$ cat src/rtl/lsu_pkg.sv
// Shared encodings for the load/store bus controller: access sizes,
// response error codes and the controller state enum.
package lsu_pkg;

    // Mem_mode access-size encodings; every other value is illegal.
    localparam logic [2:0] MODE_B = 3'b000;
    localparam logic [2:0] MODE_H = 3'b001;
    localparam logic [2:0] MODE_W = 3'b010;

    // Error codes that accompany resp_valid.
    localparam logic [1:0] ERR_OK      = 2'd0;
    localparam logic [1:0] ERR_ALIGN   = 2'd1;
    localparam logic [1:0] ERR_TIMEOUT = 2'd2;

    // Controller states: waiting for a request, driving the bus, responding.
    typedef enum logic [1:0] {
        S_IDLE = 2'd0,
        S_BUS  = 2'd1,
        S_RESP = 2'd2
    } lsu_state_e;

endpackage

$ cat src/rtl/lsu_bus_ctrl_lane_align.sv
// Byte-lane logic for one access. It produces the write strobes, replicates
// store data onto every lane the size allows, extracts and extends the load
// lane from the bus word, and flags size/alignment violations.
module lsu_bus_ctrl_lane_align
    import lsu_pkg::*;
(
    input  logic [1:0]  i_addr_lo,
    input  logic [2:0]  i_mode,
    input  logic        i_read_us,
    input  logic [31:0] i_wdata,
    input  logic [31:0] i_bus_rdata,
    output logic [3:0]  o_wstrb,
    output logic [31:0] o_wdata,
    output logic [31:0] o_rdata,
    output logic        o_misalign
);

    logic [31:0] w_shifted;

    // The addressed lane is moved down to bit 0 before extension.
    assign w_shifted = i_bus_rdata >> {i_addr_lo, 3'b000};

    // Per-size strobes, store replication, load extension and legality.
    always_comb begin
        o_wstrb    = 4'b0000;
        o_wdata    = i_wdata;
        o_rdata    = '0;
        o_misalign = 1'b0;
        case (i_mode)
            MODE_B: begin
                o_wstrb = 4'b0001 << i_addr_lo;
                o_wdata = {4{i_wdata[7:0]}};
                o_rdata = {{24{~i_read_us & w_shifted[7]}}, w_shifted[7:0]};
            end
            MODE_H: begin
                o_misalign = i_addr_lo[0];
                o_wstrb    = 4'b0011 << i_addr_lo;
                o_wdata    = {2{i_wdata[15:0]}};
                o_rdata    = {{16{~i_read_us & w_shifted[15]}}, w_shifted[15:0]};
            end
            MODE_W: begin
                o_misalign = (i_addr_lo != 2'b00);
                o_wstrb    = 4'b1111;
                o_rdata    = i_bus_rdata;
            end
            default: begin
                o_misalign = 1'b1;
            end
        endcase
    end

endmodule

$ cat src/rtl/lsu_bus_ctrl.sv
// Load/store unit bus controller. It accepts one memory access from the
// execute stage, runs it on a word-wide handshaked data bus (or rejects it
// for size/alignment), and returns a one-cycle response with extended load
// data and an error code. A cycle budget aborts accesses the bus never acks.
//
// Handshake: a request is accepted on a cycle where req_ready=1 and
// req_valid=1 with exactly one of MemRead/MemWrite set; the core holds the
// request stable until resp_valid. On the bus side bus_req and all bus_*
// qualifiers stay constant until the cycle bus_ack=1, which also carries
// bus_rdata; bus_ack in any other state is ignored.
module lsu_bus_ctrl
    import lsu_pkg::*;
#(
    parameter int ADDR_W  = 32,
    parameter int TIMEOUT = 255
) (
    input  logic              clk,
    input  logic              rst,
    input  logic              req_valid,
    output logic              req_ready,
    input  logic              MemRead,
    input  logic              MemWrite,
    input  logic [2:0]        Mem_mode,
    input  logic              Mem_read_us,
    input  logic [ADDR_W-1:0] addr,
    input  logic [31:0]       wdata,
    output logic              stall,
    output logic              resp_valid,
    output logic [31:0]       rdata,
    output logic [1:0]        err,
    output logic              bus_req,
    output logic              bus_we,
    output logic [ADDR_W-1:0] bus_addr,
    output logic [3:0]        bus_wstrb,
    output logic [31:0]       bus_wdata,
    input  logic              bus_ack,
    input  logic [31:0]       bus_rdata,
    output lsu_state_e        dbg_state
);

    localparam int CNT_W = (TIMEOUT > 1) ? $clog2(TIMEOUT) : 1;
    localparam logic [CNT_W-1:0] CNT_LAST = CNT_W'(TIMEOUT - 1);

    lsu_state_e        r_state;
    lsu_state_e        w_state_nxt;
    logic [1:0]        r_addr_lo;
    logic [2:0]        r_mode;
    logic              r_us;
    logic [CNT_W-1:0]  r_cnt;
    logic [31:0]       r_rdata;
    logic [1:0]        r_err;
    logic              r_bus_we;
    logic [ADDR_W-1:0] r_bus_addr;
    logic [3:0]        r_bus_wstrb;
    logic [31:0]       r_bus_wdata;

    logic              w_accept;
    logic              w_timeout;
    logic [1:0]        w_sel_addr_lo;
    logic [2:0]        w_sel_mode;
    logic              w_sel_us;
    logic [3:0]        w_wstrb;
    logic [31:0]       w_wdata;
    logic [31:0]       w_rdata_ext;
    logic              w_misalign;

    assign w_accept  = (r_state == S_IDLE) & req_valid & (MemRead ^ MemWrite);
    assign w_timeout = (r_cnt == CNT_LAST);

    // While idle the lane logic judges the incoming request; once accepted it
    // works from the latched copy so the load extension matches the request.
    assign w_sel_addr_lo = (r_state == S_IDLE) ? addr[1:0]   : r_addr_lo;
    assign w_sel_mode    = (r_state == S_IDLE) ? Mem_mode    : r_mode;
    assign w_sel_us      = (r_state == S_IDLE) ? Mem_read_us : r_us;

    lsu_bus_ctrl_lane_align u_align (
        .i_addr_lo   (w_sel_addr_lo),
        .i_mode      (w_sel_mode),
        .i_read_us   (w_sel_us),
        .i_wdata     (wdata),
        .i_bus_rdata (bus_rdata),
        .o_wstrb     (w_wstrb),
        .o_wdata     (w_wdata),
        .o_rdata     (w_rdata_ext),
        .o_misalign  (w_misalign)
    );

    // State register.
    always_ff @(posedge clk) begin
        if (rst) begin
            r_state <= S_IDLE;
        end else begin
            r_state <= w_state_nxt;
        end
    end

    // Next-state logic and state-decoded handshake outputs.
    always_comb begin
        w_state_nxt = r_state;
        req_ready   = 1'b0;
        bus_req     = 1'b0;
        resp_valid  = 1'b0;
        case (r_state)
            S_IDLE: begin
                req_ready = 1'b1;
                if (w_accept) begin
                    w_state_nxt = w_misalign ? S_RESP : S_BUS;
                end
            end
            S_BUS: begin
                bus_req = 1'b1;
                // An ack on the last budgeted cycle still completes normally.
                if (bus_ack || w_timeout) begin
                    w_state_nxt = S_RESP;
                end
            end
            S_RESP: begin
                resp_valid  = 1'b1;
                w_state_nxt = S_IDLE;
            end
            default: begin
                w_state_nxt = S_IDLE;
            end
        endcase
    end

    // Cycle budget for the bus wait: cleared at acceptance, counts unacked cycles.
    always_ff @(posedge clk) begin
        if (rst) begin
            r_cnt <= '0;
        end else if (w_accept) begin
            r_cnt <= '0;
        end else if ((r_state == S_BUS) && !bus_ack && !w_timeout) begin
            r_cnt <= r_cnt + 1'b1;
        end
    end

    // Request latch, bus qualifiers and the response data/error registers.
    always_ff @(posedge clk) begin
        if (rst) begin
            r_addr_lo   <= '0;
            r_mode      <= '0;
            r_us        <= 1'b0;
            r_rdata     <= '0;
            r_err       <= ERR_OK;
            r_bus_we    <= 1'b0;
            r_bus_addr  <= '0;
            r_bus_wstrb <= '0;
            r_bus_wdata <= '0;
        end else if (w_accept) begin
            r_addr_lo <= addr[1:0];
            r_mode    <= Mem_mode;
            r_us      <= Mem_read_us;
            if (w_misalign) begin
                r_rdata <= '0;
                r_err   <= ERR_ALIGN;
            end else begin
                r_bus_we    <= MemWrite;
                r_bus_addr  <= {addr[ADDR_W-1:2], 2'b00};
                r_bus_wstrb <= w_wstrb;
                r_bus_wdata <= w_wdata;
            end
        end else if (r_state == S_BUS) begin
            if (bus_ack) begin
                r_rdata <= r_bus_we ? 32'd0 : w_rdata_ext;
                r_err   <= ERR_OK;
            end else if (w_timeout) begin
                r_rdata <= '0;
                r_err   <= ERR_TIMEOUT;
            end
        end
    end

    assign stall     = req_valid & (MemRead | MemWrite) & ~resp_valid;
    assign rdata     = r_rdata;
    assign err       = r_err;
    assign bus_we    = r_bus_we;
    assign bus_addr  = r_bus_addr;
    assign bus_wstrb = r_bus_wstrb;
    assign bus_wdata = r_bus_wdata;
    assign dbg_state = r_state;

endmodule
$ cat config.mk
export PLATFORM = sky130hd
export DESIGN_NAME = lsu_bus_ctrl
export DESIGN_NICKNAME = d
export VERILOG_FILES = /design/src/rtl/lsu_pkg.sv /design/src/rtl/lsu_bus_ctrl_lane_align.sv /design/src/rtl/lsu_bus_ctrl.sv
export SDC_FILE = /design/constraint.sdc
export NUM_CORES = 1
export LEC_CHECK = 0
export BUFFER_PORTS_ARGS = -buffer_cell sky130_fd_sc_hd__buf_2
export CORE_AREA = 2 2 151 153
export DETAILED_ROUTE_END_ITERATION = 10
export DIE_AREA = 0 0 153 155
export SYNTH_ARGS = -nofsm -noshare
export SYNTH_HDL_FRONTEND = slang
export SYNTH_HIERARCHICAL = 1
export SYNTH_SLANG_ARGS = --single-unit
$ cat constraint.sdc
create_clock -name clk -period 2.68 [get_ports clk]
set_input_delay 0.402 -clock clk [delete_from_list [all_inputs] [get_ports clk]]
set_output_delay 0.402 -clock clk [all_outputs]
set_load 0.02 [all_outputs]
==> results by group <==
Outcome
  – Outcome: complete, no violations

Clock tree
  – CTS Buffer Depth: 2
  – H-tree depth: 4
  – CTS tree: yes
  – CTS buffer count: 17
  – Post-CTS Setup Bufs: 0
  – CTS root buffer: clkbuf_16
  – Clock sinks: 117
  – CTS clk-pin slew, worst paths: 0.06 ns
  – Latest clock arrival within the worst-skew pair: 0.41 ns
  – Hold Buf Count CTS: 0

Yosys
  – Synth Instances: 663
  – Cell Area, Synth: 0.00547 mm^2
  – Number of enable flip-flop cells after synthesis: 0
  – Synth warn: 6
  – Yosys cell types: 53
  – Seq cells post-synth: 117
  – Sequential fraction of the synthesis area: 0.428
  – Async SR Flop Fraction: 0
  – Syn avg cell area: 8.25 um^2
  – Primary FF master, synth: dfxtp_1

Route
  – Remaining DRCs: 0
  – DR vias/cell: 4.62
  – Drt first pass iters: 5
  – Drt total wl: 17500 um
  – Post-route ant nets: 0
  – Routed WL per cell: 15.2 um
  – First DRT Iteration DRCs: 365
  – Routed via count: 5323

STA
  – Final WS setup: 0.203 ns
  – Achievable Freq: 0.404 GHz
  – Clock skew: 0.0112 ns
  – Setup TNS: 0 ns
  – Final Cycle Share: 0.924
  – Count of final hold-check violations: 0
  – Max-slew violation count: 0
  – Max_slew headroom: 0.509
  – Final-report setup violation count: 0
  – Min cycle time layout: 2.48 ns
  – RSZ-0062 raised after global routing: false
  – Slew @ Worst Pin: 0.737 ns

Placement
  – Hpwl dp: 12600 um
  – Routability congestion estimate: 0.805
  – PortBufs: 212
  – Pre-CTS setup slack: 0.159 ns
  – Post-Place Cells: 1121

Global routing
  – Antenna violations before repair: 0
  – Largest net degree at the start of global routing: 69
  – Number of global-route vias before repair: 5090
  – Grt ovf: 0
  – Overall routing resource usage: 0.146
  – Global-route wire length before repair: 27600 um

Power and ir drop
  – Power share of the clock group: 0.472
  – Pwr/cell area: 666 mW/mm^2
  – Total Power: 4.87 mW
  – Int Power: 3.54 mW
  – NetSw: 1.34 mW
  – Reg power frac: 0.373
  – Sw Share: 0.274
  – Leakage: 3.39 nW
  – Power share of the combinational group: 0.155
  – Worst IR drop on VDD: 0.342 mV

Min path
  – Worst hold path class: in -> reg
  – Min-delay src: addr[11]
  – Endpoint with the worst hold slack: bus_addr[11]
  – WHS Path Cells: 3

Die
  – FP Rows: 55
  – Core area: 0.0222 mm^2
  – Initial core utilization: 0.246
  – Die footprint: 0.0237 mm^2
  – Die X-Extent: 153 um
  – I/O Pins: 215
  – DIE HEIGHT: 155 um

Finish
  – Antenna cells: 0
  – Final core utilization: 0.329
  – Fillers: 2377
  – Share of cells above drive strength 1: 0.337
  – Most frequent cells in the layout: buf_2 (212), nand2_1 (195), dfxtp_1 (117)
  – Most common cell after layout, fill and taps aside: buf_2
  – Fin cells: 1152
  – Area grow syn2layout: 33.9%
  – Nets: 964

Setup path
  – Kind of critical path: reg -> reg
  – WP data required: 3.04 ns
  – Reg2reg end: rdata[20]
  – Setup crit end kind: flip-flop
  – CP Launch Type: flip-flop
  – Reg2reg path depth: 6
  – Arrival @ worst endpoint: 2.83 ns
  – Reg2reg start: dbg_state[0]
  – FF-to-FF setup slack: 0.20 ns
  – Crit Path Max Fanout: 16

Run
  – Total of max-cap violations: 0
-- what timing repair did --
item,in CTS,in global routing
endpoints found under the hold margin,0,0
gates resized for setup,0,1
setup endpoints to repair,0,32
-- Yosys cell counts (5+ instances only) --
| cell type | number | area (um^2) |
|---|---|---|
| nand2_1 | 195 | 732 |
| dfxtp_1 | 117 | 2340 |
| a21oi_1 | 92 | 460 |
| a22o_1 | 32 | 280 |
| nor2_1 | 21 | 78.8 |
| buf_4 | 19 | 143 |
| a21o_1 | 17 | 128 |
| buf_2 | 17 | 85.1 |
| o21ai_0 | 17 | 85.1 |
| mux2i_1 | 16 | 160 |
| clkbuf_1 | 15 | 56.3 |
| mux2_2 | 15 | 169 |
| a211oi_1 | 6 | 45.0 |
| buf_6 | 6 | 67.6 |
| inv_1 | 6 | 22.5 |
| nor2b_1 | 6 | 37.5 |
| a222oi_1 | 5 | 50.1 |
| nand2b_1 | 5 | 31.3 |
-- power by group through the flow --
stage                     clock (mW)  combinational, mW  sequential (mW)
final                           2.30              0.757             1.82
after global routing            2.44              0.833             1.82
after CTS                       2.35              0.760             1.82
after detailed placement           0              0.757             1.86
after global placement             0              0.759             1.85
after floorplan                    0              0.446             1.91
-- cell families (layout without fill, tap and decap cells) --
family,after synthesis,count (layout),share of synthesized area
fa+ha+maj,3,3,0.00687
simple gates,258,258,0.209
xor+xnor,2,2,0.00320
buf+inv,65,268,0.0700
mux,32,32,0.0643
compound gates,185,185,0.217
flops,117,117,0.428
other cells,1,2,0.000686
-- how the worst max path moves through the flow --
stage | startpoint | end | depth (start not counted)
floorplan | dbg_state[1] | rdata[10] | 12
global route | dbg_state[0] | rdata[26] | 11
detailed placement | dbg_state[0] | rdata[16] | 6
global placement | dbg_state[0] | rdata[30] | 6
finish | dbg_state[0] | rdata[20] | 6
CTS | dbg_state[0] | rdata[26] | 6
-- through the flow --
stage / cell area [um^2] / hold slack (ns)
final: 7320 / 0.222
after global routing: 7320 / 0.215
after CTS: 7320 / 0.207
after detailed placement: 6730 / 0.444
after global placement: 6730 / 0.439
after floorplan: 5480 / 0.434
-- flip-flops by register name (all words and copies together) (netlist names) --
register   cells
bus_wstrb      4
bus_wdata     32
r_us           1
r_cnt          8
bus_we         1
rdata         32
r_mode         3
bus_addr      30
dbg_state      2
err            2
r_addr_lo      2
-- layout make-up --
cell class	count	area, um^2	share of cell area
well taps	285	357	0.0487
clock inverters	13	159	0.0217
flip-flops and latches	117	2340	0.320
multi-input cells	482	2760	0.377
repair buffers	230	1250	0.170
inverters	7	26.3	0.00359
clock buffers	18	429	0.0586
-- critical path, cell delays in order, from the launching register on --
cell	delay (ns)
dfxtp_1	0.33
nor2_4	0.21
mux2_4	0.40
or3b_1	0.53
o31ai_4	0.67
a21o_1	0.15
a22o_1	0.13
-- layer usage --
layer	GRT usage	routed length, um	share of wire	vias up
met5	0	0	0	-
met4	0.0388	125	0.0071	0
met3	0.0515	1320	0.075	6
met2	0.233	8010	0.46	193
met1	0.187	8040	0.46	2466
li1	-	-	-	2658
Power figures use the tool's default switching activity.
